$ cat src/rtl/spi_slave_if.sv
`default_nettype none
// ============================================================================
// spi_slave_if : SPI pins plus byte-level user handshake of spi_slave
// Revision     : 1.0
// ============================================================================
interface spi_slave_if;
    logic       sck;
    logic       ss_n;
    logic       mosi;
    logic       miso;
    logic       miso_oe;
    logic [7:0] rx_q;
    logic       rx_valid;
    logic       rx_first;
    logic [7:0] count;
    logic [7:0] tx_d;
    logic       tx_req;
    logic       active;

    modport slave (
        input  sck, ss_n, mosi, tx_d,
        output miso, miso_oe, rx_q, rx_valid, rx_first, count, tx_req, active
    );

    modport master (
        output sck, ss_n, mosi, tx_d,
        input  miso, miso_oe, rx_q, rx_valid, rx_first, count, tx_req, active
    );
endinterface
`default_nettype wire

$ cat src/rtl/spi_slave.sv
`default_nettype none
// ============================================================================
// spi_slave : oversampled SPI mode-0 responder, byte strobes and reply serialiser
// Revision  : 1.0
// ============================================================================
module spi_slave #(
    parameter int SYNC = 2
) (
    input  logic        clock,
    input  logic        reset,
    spi_slave_if.slave  bus
);
    typedef enum logic [1:0] {
        S_WAIT_IDLE = 2'd0,
        S_IDLE      = 2'd1,
        S_ACTIVE    = 2'd2
    } state_t;

    localparam logic [1:0] c_SETTLE = 2'(SYNC);

    logic [SYNC-1:0] r_sck_sync;
    logic [SYNC-1:0] r_ss_sync;
    logic [SYNC-1:0] r_mosi_sync;
    logic            r_sck_d;
    logic            r_ss_d;

    state_t          r_state;
    logic [1:0]      r_settle;
    logic [2:0]      r_bit;
    logic [6:0]      r_rx_sr;
    logic [6:0]      r_tx_sr;
    logic            r_first;
    logic            r_reload;
    logic            r_miso;
    logic            r_miso_oe;
    logic [7:0]      r_rx_q;
    logic            r_rx_valid;
    logic            r_rx_first;
    logic [7:0]      r_count;
    logic            r_tx_req;
    logic            r_active;

    logic w_sck_s, w_ss_s, w_mosi_s;
    logic w_sck_rise, w_sck_fall, w_ss_rise, w_ss_fall;

    assign w_sck_s    = r_sck_sync[SYNC-1];
    assign w_ss_s     = r_ss_sync[SYNC-1];
    assign w_mosi_s   = r_mosi_sync[SYNC-1];
    assign w_sck_rise =  w_sck_s & ~r_sck_d;
    assign w_sck_fall = ~w_sck_s &  r_sck_d;
    assign w_ss_rise  =  w_ss_s  & ~r_ss_d;
    assign w_ss_fall  = ~w_ss_s  &  r_ss_d;

    always_ff @(posedge clock or negedge reset) begin
        if (!reset) begin
            r_sck_sync  <= '0;
            r_ss_sync   <= '1;
            r_mosi_sync <= '0;
            r_sck_d     <= 1'b0;
            r_ss_d      <= 1'b1;
        end else begin
            r_sck_sync  <= {r_sck_sync[SYNC-2:0], bus.sck};
            r_ss_sync   <= {r_ss_sync[SYNC-2:0], bus.ss_n};
            r_mosi_sync <= {r_mosi_sync[SYNC-2:0], bus.mosi};
            r_sck_d     <= w_sck_s;
            r_ss_d      <= w_ss_s;
        end
    end

    always_ff @(posedge clock or negedge reset) begin
        if (!reset) begin
            r_state    <= S_WAIT_IDLE;
            r_settle   <= 2'd0;
            r_bit      <= 3'd0;
            r_rx_sr    <= 7'd0;
            r_tx_sr    <= 7'd0;
            r_first    <= 1'b0;
            r_reload   <= 1'b0;
            r_miso     <= 1'b1;
            r_miso_oe  <= 1'b0;
            r_rx_q     <= 8'h00;
            r_rx_valid <= 1'b0;
            r_rx_first <= 1'b0;
            r_count    <= 8'h00;
            r_tx_req   <= 1'b0;
            r_active   <= 1'b0;
        end else begin
            r_rx_valid <= 1'b0;
            r_tx_req   <= 1'b0;
            case (r_state)
                S_WAIT_IDLE: begin
                    // The select chain resets to "deselected", so demand a
                    // run of SYNC+1 high samples: the reset preset has then
                    // been flushed and a held-low select cannot sneak through.
                    if (!w_ss_s) begin
                        r_settle <= 2'd0;
                    end else if (r_settle == c_SETTLE) begin
                        r_settle <= 2'd0;
                        r_state  <= S_IDLE;
                    end else begin
                        r_settle <= r_settle + 2'd1;
                    end
                end
                S_IDLE: begin
                    if (w_ss_fall) begin
                        r_state   <= S_ACTIVE;
                        r_bit     <= 3'd0;
                        r_active  <= 1'b1;
                        r_miso_oe <= 1'b1;
                        r_tx_sr   <= bus.tx_d[6:0];
                        r_miso    <= bus.tx_d[7];
                        r_tx_req  <= 1'b1;
                        r_first   <= 1'b1;
                        r_reload  <= 1'b0;
                    end
                end
                S_ACTIVE: begin
                    // Deselect takes priority over any coincident sck edge.
                    if (w_ss_rise) begin
                        r_state   <= S_IDLE;
                        r_active  <= 1'b0;
                        r_miso_oe <= 1'b0;
                        r_miso    <= 1'b1;
                        r_bit     <= 3'd0;
                        r_reload  <= 1'b0;
                    end else if (w_sck_rise) begin
                        r_rx_sr <= {r_rx_sr[5:0], w_mosi_s};
                        r_bit   <= r_bit + 3'd1;
                        if (r_bit == 3'd7) begin
                            r_rx_q     <= {r_rx_sr, w_mosi_s};
                            r_rx_valid <= 1'b1;
                            r_rx_first <= r_first;
                            if (r_first)
                                r_count <= 8'h00;
                            else if (r_count != 8'hFF)
                                r_count <= r_count + 8'd1;
                            r_first  <= 1'b0;
                            r_reload <= 1'b1;
                        end
                    end else if (w_sck_fall) begin
                        if (r_reload) begin
                            r_tx_sr  <= bus.tx_d[6:0];
                            r_miso   <= bus.tx_d[7];
                            r_tx_req <= 1'b1;
                            r_reload <= 1'b0;
                        end else begin
                            r_tx_sr <= {r_tx_sr[5:0], 1'b1};
                            r_miso  <= r_tx_sr[6];
                        end
                    end
                end
                default: r_state <= S_WAIT_IDLE;
            endcase
        end
    end

    assign bus.miso     = r_miso;
    assign bus.miso_oe  = r_miso_oe;
    assign bus.rx_q     = r_rx_q;
    assign bus.rx_valid = r_rx_valid;
    assign bus.rx_first = r_rx_first;
    assign bus.count    = r_count;
    assign bus.tx_req   = r_tx_req;
    assign bus.active   = r_active;
endmodule
`default_nettype wire

$ cat src/flat_wrapper.sv
// flat-port wrapper written by rule: the top's interface ports become plain ports
module spi_slave_flat 
#(
    parameter int SYNC = 2
)
  (clock, reset, bus_sck, bus_ss_n, bus_mosi, bus_tx_d, bus_miso, bus_miso_oe, bus_rx_q, bus_rx_valid, bus_rx_first, bus_count, bus_tx_req, bus_active);
  spi_slave_if bus_i ();
  input  logic clock;
  input  logic reset;
  input wire logic [$bits(bus_i.sck)-1:0] bus_sck;
  input wire logic [$bits(bus_i.ss_n)-1:0] bus_ss_n;
  input wire logic [$bits(bus_i.mosi)-1:0] bus_mosi;
  input wire logic [$bits(bus_i.tx_d)-1:0] bus_tx_d;
  output wire logic [$bits(bus_i.miso)-1:0] bus_miso;
  output wire logic [$bits(bus_i.miso_oe)-1:0] bus_miso_oe;
  output wire logic [$bits(bus_i.rx_q)-1:0] bus_rx_q;
  output wire logic [$bits(bus_i.rx_valid)-1:0] bus_rx_valid;
  output wire logic [$bits(bus_i.rx_first)-1:0] bus_rx_first;
  output wire logic [$bits(bus_i.count)-1:0] bus_count;
  output wire logic [$bits(bus_i.tx_req)-1:0] bus_tx_req;
  output wire logic [$bits(bus_i.active)-1:0] bus_active;
  assign bus_i.sck = bus_sck;
  assign bus_i.ss_n = bus_ss_n;
  assign bus_i.mosi = bus_mosi;
  assign bus_i.tx_d = bus_tx_d;
  assign bus_miso = bus_i.miso;
  assign bus_miso_oe = bus_i.miso_oe;
  assign bus_rx_q = bus_i.rx_q;
  assign bus_rx_valid = bus_i.rx_valid;
  assign bus_rx_first = bus_i.rx_first;
  assign bus_count = bus_i.count;
  assign bus_tx_req = bus_i.tx_req;
  assign bus_active = bus_i.active;
  spi_slave #(.SYNC(SYNC)) u_core (.clock(clock), .reset(reset), .bus(bus_i));
endmodule
$ cat config.mk
export PLATFORM = sky130hd
export DESIGN_NAME = spi_slave_flat
export DESIGN_NICKNAME = d
export VERILOG_FILES = /design/src/rtl/spi_slave_if.sv /design/src/rtl/spi_slave.sv /design/src/flat_wrapper.sv
export SDC_FILE = /design/constraint.sdc
export NUM_CORES = 1
export LEC_CHECK = 0
export CORE_ASPECT_RATIO = 2
export CORE_UTILIZATION = 54
export DETAILED_ROUTE_END_ITERATION = 7
export PLACE_DENSITY = 0.76
export SETUP_SLACK_MARGIN = 0.05
export SYNTH_ARGS = -nofsm -noshare
export SYNTH_HDL_FRONTEND = slang
export SYNTH_SLANG_ARGS = --single-unit
$ cat constraint.sdc
create_clock -name clock -period 2 [get_ports clock]
set_input_delay 0.4 -clock clock [delete_from_list [all_inputs] [get_ports clock]]
set_output_delay 0.4 -clock clock [all_outputs]
set_load 0.005 [all_outputs]
# After elaboration in Yosys (flattened, before gate mapping)
# Index checks and enable logic that the tools add are counted.
dict set report word_totals {
  ff_bits 52
}
dict set report op_classes {
  addsub 3
  n_reduce_logical 13
  muxes 48
  bitwise 9
  n_eq_ne 19
}
# op count
set op_table {}
lappend op_table {{two-way mux 7 bit} 5}
lappend op_table {{two-way mux 1 bit} 24}
lappend op_table {{two-way mux 8 bit} 2}
lappend op_table {{AND reduction 4 bit} 4}
lappend op_table {{AND reduction 5 bit} 3}
lappend op_table {{inequality test 2 x 1 -> 1 bit (second input constant)} 7}
lappend op_table {{one-hot mux 7 bit (2 select lines)} 1}
lappend op_table {{two-way mux 2 bit} 6}
lappend op_table {{one-hot mux 1 bit (2 select lines)} 5}
lappend op_table {{two-way mux 3 bit} 3}
lappend op_table {{AND reduction 3 bit} 3}
lappend op_table {{adder 8 x 1 -> 8 bit (second input constant)} 1}
lappend op_table {{inequality test 8 bit (second input constant)} 1}
lappend op_table {{inequality test 3 x 1 -> 1 bit (second input constant)} 2}
lappend op_table {{one-hot mux 2 bit (3 select lines)} 1}
lappend op_table {{one-hot mux 3 bit (2 select lines)} 1}
lappend op_table {{inverter 1 bit} 5}
lappend op_table {{AND 1 bit} 4}
lappend op_table {{== test 2 bit (second input constant)} 2}
lappend op_table {{inequality test 2 bit (second input constant)} 2}
lappend op_table {{inequality test 4 x 1 -> 1 bit (second input constant)} 1}
lappend op_table {{inequality test 4 bit (second input constant)} 1}
lappend op_table {{nonzero test 2 bit} 2}
lappend op_table {{adder 3 x 1 -> 3 bit (second input constant)} 1}
lappend op_table {{other kinds (5)} 5}

# Logic depth before layout (Yosys ltp)
# Gate-level depths: netlist of run 1.
dict set report logic_depth {
  word_depth 6
  depth_mapped 8
  ltp_nobuf 7
}

# Worst setup path after synthesis of run 1
# OpenSTA, ideal clock, no wires.
dict set report synth_timing {
  path_type {register to register}
  from {register u_core.r_state[0]}
  to {register u_core.r_reload}
  setup_time_ns 0.132
  required_time_ns 1.868
  n_path_buf 2
  setup_slack_ns 0.307
  stages_incl_launch_ff 9
  t_arrival_ns 1.561
  path_cell_list {dfrtp_1 > inv_1 > ha_1 > buf_4 > clkbuf_1 > nor2_1 > a211oi_1 > o21ai_0 > o2bb2ai_1}
}
dict set report synth_between {
  elab_chain_len 3
}
# element line_no
set synth_rtl {}
lappend synth_rtl {{start: declaration} spi_slave.sv:27} ;# state_t r_state;
lappend synth_rtl {{start signal: assignment} spi_slave.sv:72} ;# r_state <= S_WAIT_IDLE;
lappend synth_rtl {{start signal: assignment} spi_slave.sv:99} ;# r_state <= S_IDLE;
lappend synth_rtl {{start signal: assignment} spi_slave.sv:106} ;# r_state <= S_ACTIVE;
lappend synth_rtl {{== test 2 bit / == test 2 x 1 -> 1 bit (equally long branches)} spi_slave.sv:90} ;# case (r_state)
lappend synth_rtl {{inequality test 4 x 1 -> 1 bit (no source line), or another cell as far along} -}
lappend synth_rtl {{AND reduction 4 bit (no source line)} -}
lappend synth_rtl {{end signal: assignment} spi_slave.sv:78} ;# r_reload <= 1'b0;
lappend synth_rtl {{end signal: assignment} spi_slave.sv:114} ;# r_reload <= 1'b0;
lappend synth_rtl {{end signal: assignment} spi_slave.sv:125} ;# r_reload <= 1'b0;
lappend synth_rtl {{end: declaration} spi_slave.sv:33} ;# logic r_reload;
# Several ways; a longest one is shown, not always the timed one.
# A chain may end at the register's enable or synchronous reset.

# Worst setup path in the final report of run 1
dict set report layout_timing {
  from {register u_core.r_ss_d}
  to {register u_core.r_rx_sr[2]}
}
dict set report layout_between {
  elab_chain_len 4
}
# element line_no
set layout_rtl {}
lappend layout_rtl {{start: declaration} spi_slave.sv:25} ;# logic r_ss_d;
lappend layout_rtl {{start signal: assignment} spi_slave.sv:66} ;# r_ss_d <= w_ss_s;
lappend layout_rtl {{inverter 1 bit} spi_slave.sv:51} ;# assign w_ss_rise = w_ss_s & ~r_ss_d;
lappend layout_rtl {{AND 1 bit} spi_slave.sv:51}
lappend layout_rtl {{inverter 1 bit (no source line)} -}
lappend layout_rtl {{AND reduction 3 bit (no source line)} -}
lappend layout_rtl {{end signal: assignment} spi_slave.sv:127} ;# r_rx_sr <= {r_rx_sr[5:0], w_mosi_s};
lappend layout_rtl {{end: declaration} spi_slave.sv:30} ;# logic [6:0] r_rx_sr;
# No other way between the ends.

==> impl_metrics.csv, run 1 <==
group,metric,value,unit
run_status,status,"complete, no violations",
logic_synthesis,ys_seq_area_share,53.8,%
clock_tree,clock_latency,0.32,ns
route,post-route-drc-count,0,
logic_synthesis,synth_top_area_share,49.5,%
pwr,seqPwrFrac,46.6,%
global_route,grt_usage,21.8,%
worst_setup_path,reg2reg_depth,4,
sta,tightest_slew,0.670,ns
floorplanning,io_pins,35,
clock_tree,cts_hold_buf,0,
clock_tree,cts_buffers,5,
sta,maxSlewHeadroom,55.1,%
pwr,swShare,33.5,%
global_route,grtUsageMet2,38.8,%
route,ant_nets,0,
worst_setup_path,required,2.19,ns
cells_and_area,final_layout_size_suffix_gt1_share,15.9,%
pwr,comb_power_share,31.5,%
place,dp_cells,316,
worst_setup_path,path_max_fanout,9,
sta,drv_slew,0,
sta,finalHoldViolCount,0,
logic_synthesis,netlist_area,0.00243,mm^2
logic_synthesis,ys_warn_count,0,
pwr,ir_drop,0.924,mV
sta,finalCritPeriodShare,88.8,%
floorplanning,die_h,96.8,um
global_route,grt_first_pass_wirelength,8110,um
worst_setup_path,startpoint,"u_core.r_ss_d$_DFF_PN1_",
pwr,power_switching,0.000952,W
worst_setup_path,crit_type,"flop to flop",
pwr,p_per_area,952,mW/mm^2
global_route,grt.overflow.total,0,
floorplanning,die_w,49.4,um
clock_tree,cts_num_sinks,52,
logic_synthesis,syn_area_per_cell,10.7,um^2
pwr,intPower,0.00189,W
global_route,antenna_found_initial,0,
pwr,p_leak,1.37,nW
worst_setup_path,cp.arrival,1.97,ns
sta,clock.fmax,563,MHz
floorplanning,dieArea,0.00479,mm^2
global_route,grt_max_degree,35,
min_path,hold_class,"input pin to asynchronous set/reset pin",
clock_tree,clock-root-buffer,"clkbuf_8",
sta,hold_ws,0.0158,ns
route,wl_per_cell,14.4,um
place,hpwl,3300,um
sta,rsz0062_at_grt,"no",
worst_setup_path,timing.rr.end,"u_core.r_rx_sr[2]$_DFFE_PN0P_",
sta,setup_violations,0,
global_route,busiest_layer,"met2",
cells_and_area,fin_nets,291,
route,routed_wl,4670,um
sta,fin_setup_tns,0,ns
worst_setup_path,end_kind,"flop",
global_route,grt_pass1_vias,1849,
logic_synthesis,synth_cell_types,46,
worst_setup_path,r2r_slack,0.22,ns
clock_tree,post_cts_buffers,0,
logic_synthesis,synthFlopType,"dfrtp_1",
worst_setup_path,startpoint_type,"flop",
global_route,met3_usage,3.62,%
route,via_per_inst,5.73,
worst_setup_path,reg2reg_from,"u_core.r_ss_d$_DFF_PN1_",
logic_synthesis,synth_seq_cells,52,
logic_synthesis,synthesis.nets,249,
route,dr.first_iter.drc_count,22,
logic_synthesis,synth_edf_count,0,
worst_setup_path,cp_cell_sequence,"nand2b_1, buf_4, nand3_2, mux2_2",
worst_setup_path,max_stage_delay,0.60,ns
route,dr.pass1.iters,4,
cells_and_area,areaGrowthSynthToFinish,22.9,%
clock_tree,cts_buffer_depth,2,
route,vias,1858,
cells_and_area,finalNonFillerCells,324,
cells_and_area,antenna_cells,0,
floorplanning,fp.coreArea,0.00434,mm^2
place,gp_congestion,0.861,
floorplanning,initial_utilization,56.0,%
logic_synthesis,synth_top_area_cell,"dfrtp_1",
cells_and_area,fillers,359,
logic_synthesis,synthCells,227,
place,port_buffers,34,
pwr,pwr-share-clk,21.9,%
logic_synthesis,async_flop_share,100,%
job,drv_cap,0,
clock_tree,cts_tree,"built",
cells_and_area,seq_area,0.00131,mm^2
sta,final.setup_skew,0.0148,ns
sta,fin_crit,1.78,ns
clock_tree,cts_resized,2,
floorplanning,num_rows,34,
cells_and_area,multiInputGateArea,0.00104,mm^2
worst_setup_path,crit_slowest_cell,"dfstp_2",
clock_tree,path_clk_slew,0.10,ns
global_route,use_met1,24.5,%
logic_synthesis,synth_area_leaders,"dfrtp_1 49%, nand2_1 5.3%, ha_1 4.6%",
clock_tree,htreeDepth,2,
## cell usage in the layout, fill, tap and decap left out, types with 2 or more instances in the layout
cell / n
nand2b_1: 5
inv_6: 2
a21oi_1: 13
ha_1: 8
a22o_1: 2
and3_1: 2
mux2_2: 8
o21ai_0: 11
buf_4: 10
nor2_1: 5
o31ai_1: 4
nand2_1: 34
nand4_1: 2
dfrtp_1: 48
and2_1: 2
inv_1: 12
mux2i_1: 8
o41ai_1: 2
clkdlybuf4s50_1: 33
or4_1: 5
clkbuf_8: 5
nand3_1: 5
dfstp_2: 4
nor2b_1: 2
a31oi_1: 10
## critical path, delay by kind of cell (launching register included)
| kind | cells | cell delay (ns) |
|---|---|---|
| flip-flops | 1 | 0.60 |
| AND/OR/NAND/NOR | 2 | 0.50 |
| buffers and inverters | 1 | 0.21 |
| multiplexers | 1 | 0.34 |
## how the worst max path moves through the flow
stage	slack, ns	cells after the start	endpoint
after floorplan	0.31	8	u_core.r_reload$_DFFE_PN0P_
after global placement	0.1	6	u_core.r_bit[0]$_DFFE_PN0P_
after detailed placement	0.04	5	u_core.bus.count[2]$_DFFE_PN0P_
after CTS	0.09	6	u_core.r_tx_sr[4]$_DFFE_PN0P_
after global routing	0.08	4	u_core.bus.count[3]$_DFFE_PN0P_
final	0.22	4	u_core.r_rx_sr[2]$_DFFE_PN0P_
## power groups by stage
stage	sequential, W	combinational (W)	clock (W)
finish	0.00133	0.000896	0.000621
global route	0.00134	0.00102	0.000675
CTS	0.00133	0.000885	0.000648
detailed placement	0.00135	0.000874	0
global placement	0.00134	0.000860	0
floorplan	0.00132	0.000637	0
## metrics by stage
stage          area [um^2]  worst slack, ns  power, W  util [%]
3_5_place_dp          2860           0.0415   0.00222      66.0
2_1_floorplan         2430            0.307   0.00196         -
5_1_grt               2990           0.0805   0.00304      68.8
6_report              2990            0.225   0.00284      68.8
4_1_cts               2970           0.0868   0.00286      68.4
3_3_place_gp          2860           0.0969   0.00220      66.0
## cell families (layout without fill, tap and decap cells)
logic type	count (synthesis)	after routing	share of synthesized area, %
AOI/OAI and AO/OA	54	54	14.1
adders and majority gates	9	9	4.64
buffers and inverters	23	66	4.58
DFF	52	52	53.8
muxes	16	16	7.01
and+or+nand+nor	73	73	15.9
## synth_stat cells, drive strengths merged (2+ instances only)
library cell / instances
a21boi: 2
a21oi: 13
a22o: 2
a31oi: 10
and2: 3
and3: 2
buf: 6
clkbuf: 4
dfrtp: 48
dfstp: 4
ha: 9
inv: 12
mux2: 8
mux2i: 8
nand2: 34
nand2b: 6
nand3: 7
nand4: 3
nor2: 6
nor2b: 2
o21ai: 12
o31ai: 4
o41ai: 2
or4: 5
## final cells by class
class / instances / share of cell area (%)
Clock buffer: 5 / 2.31
Clock inverter: 3 / 0.838
Inverter: 13 / 1.63
Multi-Input combinational cell: 152 / 34.8
Sequential cell: 52 / 43.8
Tap cell: 54 / 2.26
Timing Repair Buffer: 45 / 14.4
## flip-flops by register name, indices dropped and copies added, names as in the netlist
name,flops
u_core.bus.count,8
u_core.bus.rx_q,8
u_core.r_rx_sr,7
u_core.r_tx_sr,7
u_core.r_bit,3
u_core.r_mosi_sync,2
u_core.r_sck_sync,2
u_core.r_settle,2
u_core.r_ss_sync,2
u_core.r_state,2
u_core.bus.active,1
u_core.bus.miso,1
u_core.bus.rx_first,1
u_core.bus.rx_valid,1
u_core.bus.tx_req,1
u_core.r_first,1
u_core.r_reload,1
u_core.r_sck_d,1
u_core.r_ss_d,1
## layer usage
layer	share of wire, %	wire length, um	vias to the layer above
met5	0	0	-
met4	2.6	121	0
met3	2.5	117	11
met2	54	2510	34
met1	41	1920	917
li1	-	-	896
Note: power is estimated with default switching activity, not from simulation.
==> run 2: changes to the inputs <==
--- a/config.mk
+++ b/config.mk
@@ -7,8 +7,10 @@
 export LEC_CHECK = 0
 export CORE_ASPECT_RATIO = 2
 export CORE_UTILIZATION = 54
+export CTS_CLUSTER_SIZE = 12
 export DETAILED_ROUTE_END_ITERATION = 7
 export PLACE_DENSITY = 0.76
+export RECOVER_POWER = 25
 export SETUP_SLACK_MARGIN = 0.05
 export SYNTH_ARGS = -nofsm -noshare
 export SYNTH_HDL_FRONTEND = slang
==> run 2 against run 1 <==
  * Combinational power is 0.7% lower
  * Via count is 1.3% higher
  * Clock skew hardly changed
  * Worst setup slack better by 0.0013 ns
  * Sequential share of layout area is 0.24 points higher
  * Fmax hardly changed
  * Register-to-register slack hardly changed
  * Flip-flop and latch count stayed put
  * Highest routed layer unchanged
  * Worst hold slack better by 0.21 ns
  * First-iteration DRC count is 4.5% higher
  * Critical path depth is 1 higher
  * Final area is 0.54% lower
==> impl_metrics.csv, run 2 (synthesized netlist as in run 1, its figures left out) <==
group,metric,value,unit
run_status,status,"complete, no violations",
clock_tree,cts_tree,"built",
sta,setup_violations,0,
clock_tree,htreeDepth,2,
cells_and_area,areaGrowthSynthToFinish,22.3,%
global_route,grt_pass1_vias,1849,
place,hpwl,3300,um
sta,maxSlewHeadroom,32.3,%
floorplanning,die_w,49.4,um
cells_and_area,fin_nets,291,
worst_setup_path,path_max_fanout,10,
sta,finalHoldViolCount,0,
sta,tightest_slew,1.02,ns
job,drv_cap,0,
worst_setup_path,required,2.20,ns
floorplanning,fp.coreArea,0.00434,mm^2
place,port_buffers,34,
route,dr.first_iter.drc_count,23,
route,vias,1882,
place,dpl_worst_slack,0.0415,ns
route,ant_nets,0,
route,dr.pass1.iters,4,
min_path,hold_class,"input pin to asynchronous set/reset pin",
clock_tree,path_clk_slew,0.10,ns
sta,clock.fmax,564,MHz
cells_and_area,final_layout_size_suffix_gt1_share,15.6,%
global_route,grt_max_degree,35,
clock_tree,clock-root-buffer,"clkbuf_8",
sta,fin_setup_tns,0,ns
clock_tree,cts_buffer_depth,2,
sta,hold_ws,0.221,ns
pwr,ir_drop,0.926,mV
route,routed_wl,4710,um
global_route,grt.overflow.total,0,
global_route,grt_first_pass_wirelength,8110,um
clock_tree,cts_buffers,5,
worst_setup_path,startpoint_type,"flop",
cells_and_area,finalNonFillerCells,324,
floorplanning,initial_utilization,56.0,%
route,wl_per_cell,14.5,um
place,gp_congestion,0.861,
sta,fin_crit,1.77,ns
clock_tree,cts_num_sinks,52,
cells_and_area,fillers,360,
global_route,grt_usage,21.8,%
cells_and_area,antenna_cells,0,
route,post-route-drc-count,0,
cells_and_area,layout_commonest_cell,"dfrtp_1",
worst_setup_path,end_kind,"flop",
pwr,p_per_area,955,mW/mm^2
worst_setup_path,cp.arrival,1.97,ns
floorplanning,dieArea,0.00479,mm^2
floorplanning,num_rows,34,
sta,fin_ws,0.226,ns
route,via_per_inst,5.81,
sta,final.setup_skew,0.0145,ns
place,dp_cells,316,
floorplanning,die_h,96.8,um
sta,drv_slew,0,
global_route,antenna_found_initial,0,
sta,finalCritPeriodShare,88.7,%
floorplanning,io_pins,35,
clock_tree,clock_latency,0.32,ns
cells_and_area,layout_common_cells,"48 x dfrtp_1, 34 x nand2_1, 30 x clkdlybuf4s50_1",
sta,rsz0062_at_grt,"no",
worst_setup_path,crit_type,"flop to flop",
pwr,p_leak,1.36,nW
cells_and_area,fin_util,68.4,%
==> run 2: changes by cell type in the layout (fill, tap and decap cells not counted) <==
cell / previous run / this run
clkbuf_2: 0 / 1
buf_12: 1 / 0
clkbuf_1: 0 / 1
clkdlybuf4s50_1: 33 / 30
dlygate4sd3_1: 0 / 3
buf_2: 1 / 0
==> run 2: per-stage QoR <==
step           cell area, um^2  power (W)
6_report                  2970    0.00284
5_1_grt                   2970    0.00303
4_1_cts                   2970    0.00286
3_5_place_dp              2860    0.00222
3_3_place_gp              2860    0.00220
2_1_floorplan             2430    0.00196
==> run 2: worst paths after layout <==
path                                                   endpoint  slack (ns)  cells after the start                            from
worst max-delay path            u_core.bus.count[2]$_DFFE_PN0P_        0.23                      5         u_core.r_ss_d$_DFF_PN1_
worst max register to register  u_core.bus.count[2]$_DFFE_PN0P_        0.23                      5         u_core.r_ss_d$_DFF_PN1_
worst min register to register   u_core.r_sck_sync[1]$_DFF_PN0_        0.35                      0  u_core.r_sck_sync[0]$_DFF_PN0_
min in group clock               u_core.r_sck_sync[1]$_DFF_PN0_        0.35                      0  u_core.r_sck_sync[0]$_DFF_PN0_
max in group asynchronous         u_core.r_tx_sr[4]$_DFFE_PN0P_        0.43                      2                           reset
worst min-delay path            u_core.bus.count[3]$_DFFE_PN0P_        0.22                      1                           reset
==> run 2: metal layers <==
metal,global-route usage [%],part of all wire [%]
met5,0,0
met4,10.5,2.7
met2,38.8,54
met1,24.5,40
met3,3.62,3.2
==> run 2: critical path, stage by stage (launching register included) <==
cell and delay, ns:
dfstp_2 0.60, nand2b_1 0.26, nand3_4 0.16, buf_4 0.19, o311ai_0 0.30, o41ai_1 0.12
==> run 2: layout make-up <==
cell class,count,area (um^2),share of cell area (%)
sequential,52,1310,44.0
multi-input combinational,152,1040,35.0
timing repair buffer,45,414,13.9
clock buffer,5,68.8,2.32
tap,54,67.6,2.28
inverter,13,48.8,1.64
clock inverter,3,25.0,0.843
==> run 2: power breakdown <==
group | internal [W] | total (W) | switching, W
combinational | 0.000403 | 0.000890 | 0.000487
clock | 0.000255 | 0.000622 | 0.000367
sequential | 0.00123 | 0.00132 | 0.0000975
==> run 2: what timing repair did <==
item | 4_1_cts | 5_1_grt
gates cloned | 0 | 0
gates resized for setup | 2 | 6
hold buffers | 0 | 0
endpoints found under the setup margin | 9 | 14
setup buffers | 0 | 0
